[src/rtl/memoria_dados_param.sv]
`default_nettype none
// ============================================================================
// memoria_dados_param : single-port data memory, per-byte write enables,
// req/pronto handshake, registered write-first read with valid strobe.
// Optional zeroing sweep after reset: define MEMORIA_DADOS_CLEAR_ON_RESET_EN.
// Rev 1.0
// ============================================================================
module memoria_dados_param #(
    parameter int DATA_WIDTH = 8,
    parameter int ADDR_WIDTH = 8
) (
    input  logic                      clk,
    input  logic                      rst_n,
    input  logic                      req,
    input  logic                      writeEnable,
    input  logic [DATA_WIDTH/8-1:0]   byteEnable,
    input  logic [ADDR_WIDTH-1:0]     endereco,
    input  logic [DATA_WIDTH-1:0]     dadoEntrada,
    output logic                      pronto,
    output logic [DATA_WIDTH-1:0]     dadoSaida,
    output logic                      saidaValida
);

    localparam int DEPTH  = 1 << ADDR_WIDTH;
    localparam int NBYTES = DATA_WIDTH / 8;

    generate
        if ((DATA_WIDTH % 8) != 0 || DATA_WIDTH == 0) begin : g_width_check
            $error("memoria_dados_param: DATA_WIDTH must be a non-zero multiple of 8");
        end
    endgenerate

    logic [DATA_WIDTH-1:0] r_mem [DEPTH];

    logic                  w_pronto;
    logic                  w_limpando;
    logic [ADDR_WIDTH-1:0] w_end_limpeza;
    logic                  w_aceito;
    logic [DATA_WIDTH-1:0] w_lida;
    logic [DATA_WIDTH-1:0] w_mesclado;
    logic                  w_mem_we;
    logic [ADDR_WIDTH-1:0] w_mem_addr;
    logic [DATA_WIDTH-1:0] w_mem_wdata;

`ifdef MEMORIA_DADOS_CLEAR_ON_RESET_EN
    typedef enum logic [0:0] {
        LIMPANDO = 1'b0,
        OCIOSO   = 1'b1
    } estado_t;

    estado_t               r_estado;
    estado_t               w_estado_prox;
    logic [ADDR_WIDTH-1:0] r_contador;
    logic [ADDR_WIDTH-1:0] w_contador_prox;

    always_ff @(posedge clk or negedge rst_n) begin
        if (!rst_n) begin
            r_estado   <= LIMPANDO;
            r_contador <= '0;
        end else begin
            r_estado   <= w_estado_prox;
            r_contador <= w_contador_prox;
        end
    end

    // Counter parks on the last address instead of wrapping.
    always_comb begin
        w_estado_prox   = r_estado;
        w_contador_prox = r_contador;
        w_limpando      = 1'b0;
        if (r_estado == LIMPANDO) begin
            w_limpando = 1'b1;
            if (r_contador == '1) begin
                w_estado_prox = OCIOSO;
            end else begin
                w_contador_prox = r_contador + ADDR_WIDTH'(1);
            end
        end
    end

    assign w_pronto      = (r_estado == OCIOSO);
    assign w_end_limpeza = r_contador;
`else
    assign w_pronto      = 1'b1;
    assign w_limpando    = 1'b0;
    assign w_end_limpeza = '0;
`endif

    assign pronto   = w_pronto;
    assign w_aceito = req && w_pronto;
    assign w_lida   = r_mem[endereco];

    generate
        for (genvar i = 0; i < NBYTES; i++) begin : g_byte
            assign w_mesclado[8*i +: 8] = byteEnable[i] ? dadoEntrada[8*i +: 8]
                                                        : w_lida[8*i +: 8];
        end
    endgenerate

    // Memory is never written while reset is held, so untouched words survive it.
    assign w_mem_we    = rst_n && (w_limpando || (w_aceito && writeEnable));
    assign w_mem_addr  = w_limpando ? w_end_limpeza : endereco;
    assign w_mem_wdata = w_limpando ? '0 : w_mesclado;

    always_ff @(posedge clk) begin
        if (w_mem_we) begin
            r_mem[w_mem_addr] <= w_mem_wdata;
        end
    end

    always_ff @(posedge clk or negedge rst_n) begin
        if (!rst_n) begin
            dadoSaida   <= '0;
            saidaValida <= 1'b0;
        end else begin
            saidaValida <= w_aceito;
            if (w_aceito) begin
                dadoSaida <= writeEnable ? w_mesclado : w_lida;
            end
        end
    end

endmodule
`default_nettype wire
[config.mk]
export PLATFORM = sky130hd
export DESIGN_NAME = memoria_dados_param
export DESIGN_NICKNAME = d
export VERILOG_FILES = /design/src/rtl/memoria_dados_param.sv
export SDC_FILE = /design/constraint.sdc
export NUM_CORES = 2
export LEC_CHECK = 0
export CORE_ASPECT_RATIO = 0.9
export CORE_MARGIN = 10
export CORE_UTILIZATION = 37
export CTS_BUF_LIST = sky130_fd_sc_hd__clkbuf_8
export CTS_CLUSTER_DIAMETER = 120
export CTS_CLUSTER_SIZE = 8
export DETAILED_ROUTE_END_ITERATION = 7
export PLACE_DENSITY = 0.62
export SETUP_SLACK_MARGIN = 0.05
export SYNTH_ARGS = -nofsm -noshare
export SYNTH_HDL_FRONTEND = slang
export SYNTH_SLANG_ARGS = --single-unit
[constraint.sdc]
create_clock -name clk -period 4.2 [get_ports clk]
set_input_delay 0.84 -clock clk [delete_from_list [all_inputs] [get_ports clk]]
set_output_delay 0.84 -clock clk [all_outputs]
set_load 0.05 [all_outputs]
After elaboration in Yosys (flattened, before gate mapping)
Memories as Yosys holds them, arrays and structs flattened. Cells that the tools add are included.

Bits in registers: 9. RAM bits: 2048. Bits of input ports: 21. Output and inout bits: 10. Word-level logic and storage cells: 9. Memories: 1.

Multiplexer cells: 4. Reduce and logical (&&, ||, !) cells: 2.

Memory list: r_mem (depth 256, width 8, rd ports 1, clocked after Yosys merged registers in 0, wr ports 1, line 33) `logic [DATA_WIDTH-1:0] r_mem [DEPTH];`.

Operators by type and width (count): two-way mux 8 bit (2); logical AND 1 bit (2); two-way mux 1 bit (2).

Longest topological paths before layout
Depth in word-level cells: 4. Gate-level depth with buffers: 9. Depth with buffers taken out: 6.

Least setup slack after synthesis
No wires, ideal clock.

Path kind: input to register. From: input port endereco[1]. To: memory r_mem[0][1] (data pin). Library setup time: 0.556 ns. Data arrival time: 4.194 ns. Required time: 3.644 ns. Setup slack: -0.549 ns. Cell stages on the path: 9. Buffers on the path: 3. Cells stage by stage: clkbuf_1 -> clkbuf_1 -> buf_1 -> mux4_2 -> a22oi_1 -> a21oi_1 -> o41ai_1 -> nand4_1 -> mux2_2.

Longest elaborated chain between the ends: 2.

Ends and longest elaborated chain: start: declaration (line 17) `input logic [ADDR_WIDTH-1:0] endereco,`; memory (256 x 8 bit); two-way mux 8 bit (line 95) `assign w_mesclado[8*i +: 8] = byteEnable[i] ? dadoEntrada[8*i +: 8]`; named net w_mem_wdata[1] (line 43) `logic [DATA_WIDTH-1:0] w_mem_wdata;`; end: declaration (line 33).

The timed path passes the listed nets, and every way through them passes these cells.

Worst setup path after layout
From: input port endereco[0]. To: memory r_mem[129][2] (data pin).

The elaborated chain is that of the path after synthesis.

==> results_dict.tcl <==
set metrics [dict create \
    multi_input_area_um2 16100 \
    antenna_found_initial 5 \
    dieArea_um2 231000 \
    max_cap_violations 0 \
    numClockSinks 2057 \
    netlist_area_um2 78600 \
    final_max_slew_viol_count 0 \
    cts_resized 0 \
    rsz0062_at_grt "no" \
    ios 31 \
    route.detailed.drc 0 \
    dr.pass1.iters 5 \
    hold_ws_ns 0.373 \
    hold_violations 0 \
    cts_setup_buffers 0 \
    cts_root_buf "clkbuf_8" \
    vias 40032 \
    drt_wl_total_um 201000 \
    yosys_register_bits 2057 \
    grt_max_degree 77 \
    grt_pass1_vias 40473 \
    grt_pass1_wl_um 291000 \
    worst_path_max_delay_cell "o41ai_1" \
    outcome "finished clean" \
    end_kind "flop" \
    dr.first_iter.drc_count 5134 \
    critical_path_arrival_ns 4.80 \
    avgSynthCellArea_um2 22.0 \
    timing.critical_path.slowest_cell_delay_ns 1.04 \
    overflow 0 \
    area_growth_pct 17.1 \
    cts_buffers 308 \
    clk_latency_ns 1.03 \
    slew_headroom_pct 12.8 \
    vdd_drop_max_mv 0.287 \
    syn_nets 3596 \
    nNetsFinal 4329 \
    synth.distinct_cells 25 \
    worst_hold_path_type "in2async" \
    layout_commonest_cell "edfxtp_1" \
    final_cell_mix "edfxtp_1 (2048), buf_4 (527), mux4_2 (512), clkbuf_8 (314), nor2_1 (260)" \
    avgRoutedWirePerCell_um 28.0 \
    die_h_um 457 \
    reg2reg_slack_ns 0.20 \
    yosys-top-cells-area "edfxtp_1 (78%), mux4_2 (15%), a22oi_1 (2.4%), nor2_1 (1.2%), a21oi_1 (0.81%)" \
    rows 160 \
    finalCriticalPeriod_ns 4.16 \
    start_util_pct 37.2 \
    track_usage_pct 16.9 \
    synthCells 3575 \
    cts_hold_buf 0 \
    tightestPinTransition_ns 1.29 \
    worstPathCellList "buf_8 -> buf_4 -> buf_12 -> buf_4 -> mux4_2 -> a22oi_1 -> a21oi_1 -> o41ai_1 -> buf_4 -> nand4_1 -> mux2_8 -> buf_12" \
    power.leakage_nw 29.1 \
    yosysTopAreaCell "edfxtp_1" \
    finClkSkew_ns 0.0808 \
    placedCellCount 6833 \
    timing.fmax_mhz 241 \
    setup_viol 0 \
    yosysTopAreaCellShare_pct 78.2 \
    synth-seq-area-share_pct 78.5 \
    regArea_um2 61700 \
    clk_pin_slew_ns 0.07 \
    dpl.hpwl_um 126000 \
    drive_above_1_share_pct 34.3 \
    crit_top_cell "buf_4" \
    finalPower_w 0.0398 \
    drt-vias-per-instance 5.57 \
    ant_nets 0 \
    stdcell_count 7182 \
    cts_tree "done" \
    routabilityCongestion 0.827 \
    cp_data_required_time_ns 4.84 \
    power.density_nw_per_um2 433 \
    clk_path_buf_depth 4 \
    design.core.area_um2 211000 \
    crit_type "in2reg" \
    synth_warnings 0 \
    startpoint_type "input port" \
    io_buffers 29 \
    htreeDepth 5 \
    fill_cells 18098 \
    final_util_pct 43.5 \
    die_w_um 506 \
    path_max_fanout 71 \
    post-route-period-util_pct 99.0 \
]
-- path summary, 6_finish.rpt --
kind	cells past startpoint	startpoint	endpoint
setup / recovery	12	endereco[0]	r_mem[129][2]$_DFFE_PP_
hold / removal	2	rst_n	saidaValida$_DFF_PN0_
setup reg to reg	8	r_mem[172][2]$_DFFE_PP_	r_mem[129][2]$_DFFE_PP_
hold reg to reg	3	dadoSaida[0]$_DFFE_PN0P_	dadoSaida[0]$_DFFE_PN0P_
max in group asynchronous	2	rst_n	dadoSaida[3]$_DFFE_PN0P_
min in group clk	1	req	saidaValida$_DFF_PN0_
-- Yosys cell counts, drive strengths merged --
cell type,instances
clkbuf,148
nor2b,6
nand3,5
o22ai,8
nand2b,2
nand4,9
nand2,38
o41ai,32
a21o,8
conb,1
edfxtp,2048
buf,81
nor2,261
or2,1
dfrtp,9
mux4,512
inv,9
and2,3
mux2,8
a21oi,128
nor3,2
a22oi,256
-- sequential cells by signal (all words and copies together), names as in the netlist --
name	count
r_mem	2048
dadoSaida	8
saidaValida	1
-- cell families (layout without fill, tap and decap cells) --
logic type / count (synthesis) / count (layout) / synth area share, %
and+or+nand+nor: 327 / 327 / 1.64
AOI/OAI and AO/OA: 432 / 432 / 3.76
other: 1 / 7 / 0.00477
muxes: 520 / 520 / 14.8
DFF: 2057 / 2057 / 78.5
buffers and inverters: 238 / 1004 / 1.31
-- routing by layer --
metal,part of all wire (%),vias to the layer above,GRT usage [%]
met5,0.011,-,0
met4,2.4,4,4.59
met3,8.9,322,4.34
met2,47,1885,26.0
met1,42,21377,24.0
li1,-,16444,-
-- worst max-delay path: cells and delay by family --
kind	cells	cell delay (ns)
buffers and inverters	6	1.44
AOI/OAI and AO/OA	3	1.38
muxes	2	0.87
and+or+nand+nor	1	0.12
-- through the flow --
stage | setup TNS [ns] | setup slack [ns] | instance area (um2)
2_1_floorplan | -281.06 | -0.549 | 78600
3_3_place_gp | -971.26 | -0.895 | 87500
3_5_place_dp | -1019.98 | -0.944 | 87500
4_1_cts | 0 | 0.105 | 92000
5_1_grt | 0 | 0.103 | 92000
6_report | 0 | 0.0439 | 92000
-- layout make-up --
cell class	instances	area share (%)
Tap cell	2835	3.85
Clock inverter	29	0.174
Multi-Input combinational cell	1280	17.4
Clock buffer	314	4.70
Sequential cell	2057	67.1
Antenna cell	6	0.0163
Timing Repair Buffer	652	6.71
Inverter	9	0.0367
-- power breakdown --
| group | total [W] | switching, W | internal (W) |
|---|---|---|---|
| sequential | 0.0231 | 0.0000183 | 0.0231 |
| clock | 0.0138 | 0.00703 | 0.00672 |
| combinational | 0.00292 | 0.00186 | 0.00107 |
Note: power is estimated with default switching activity, not from simulation.
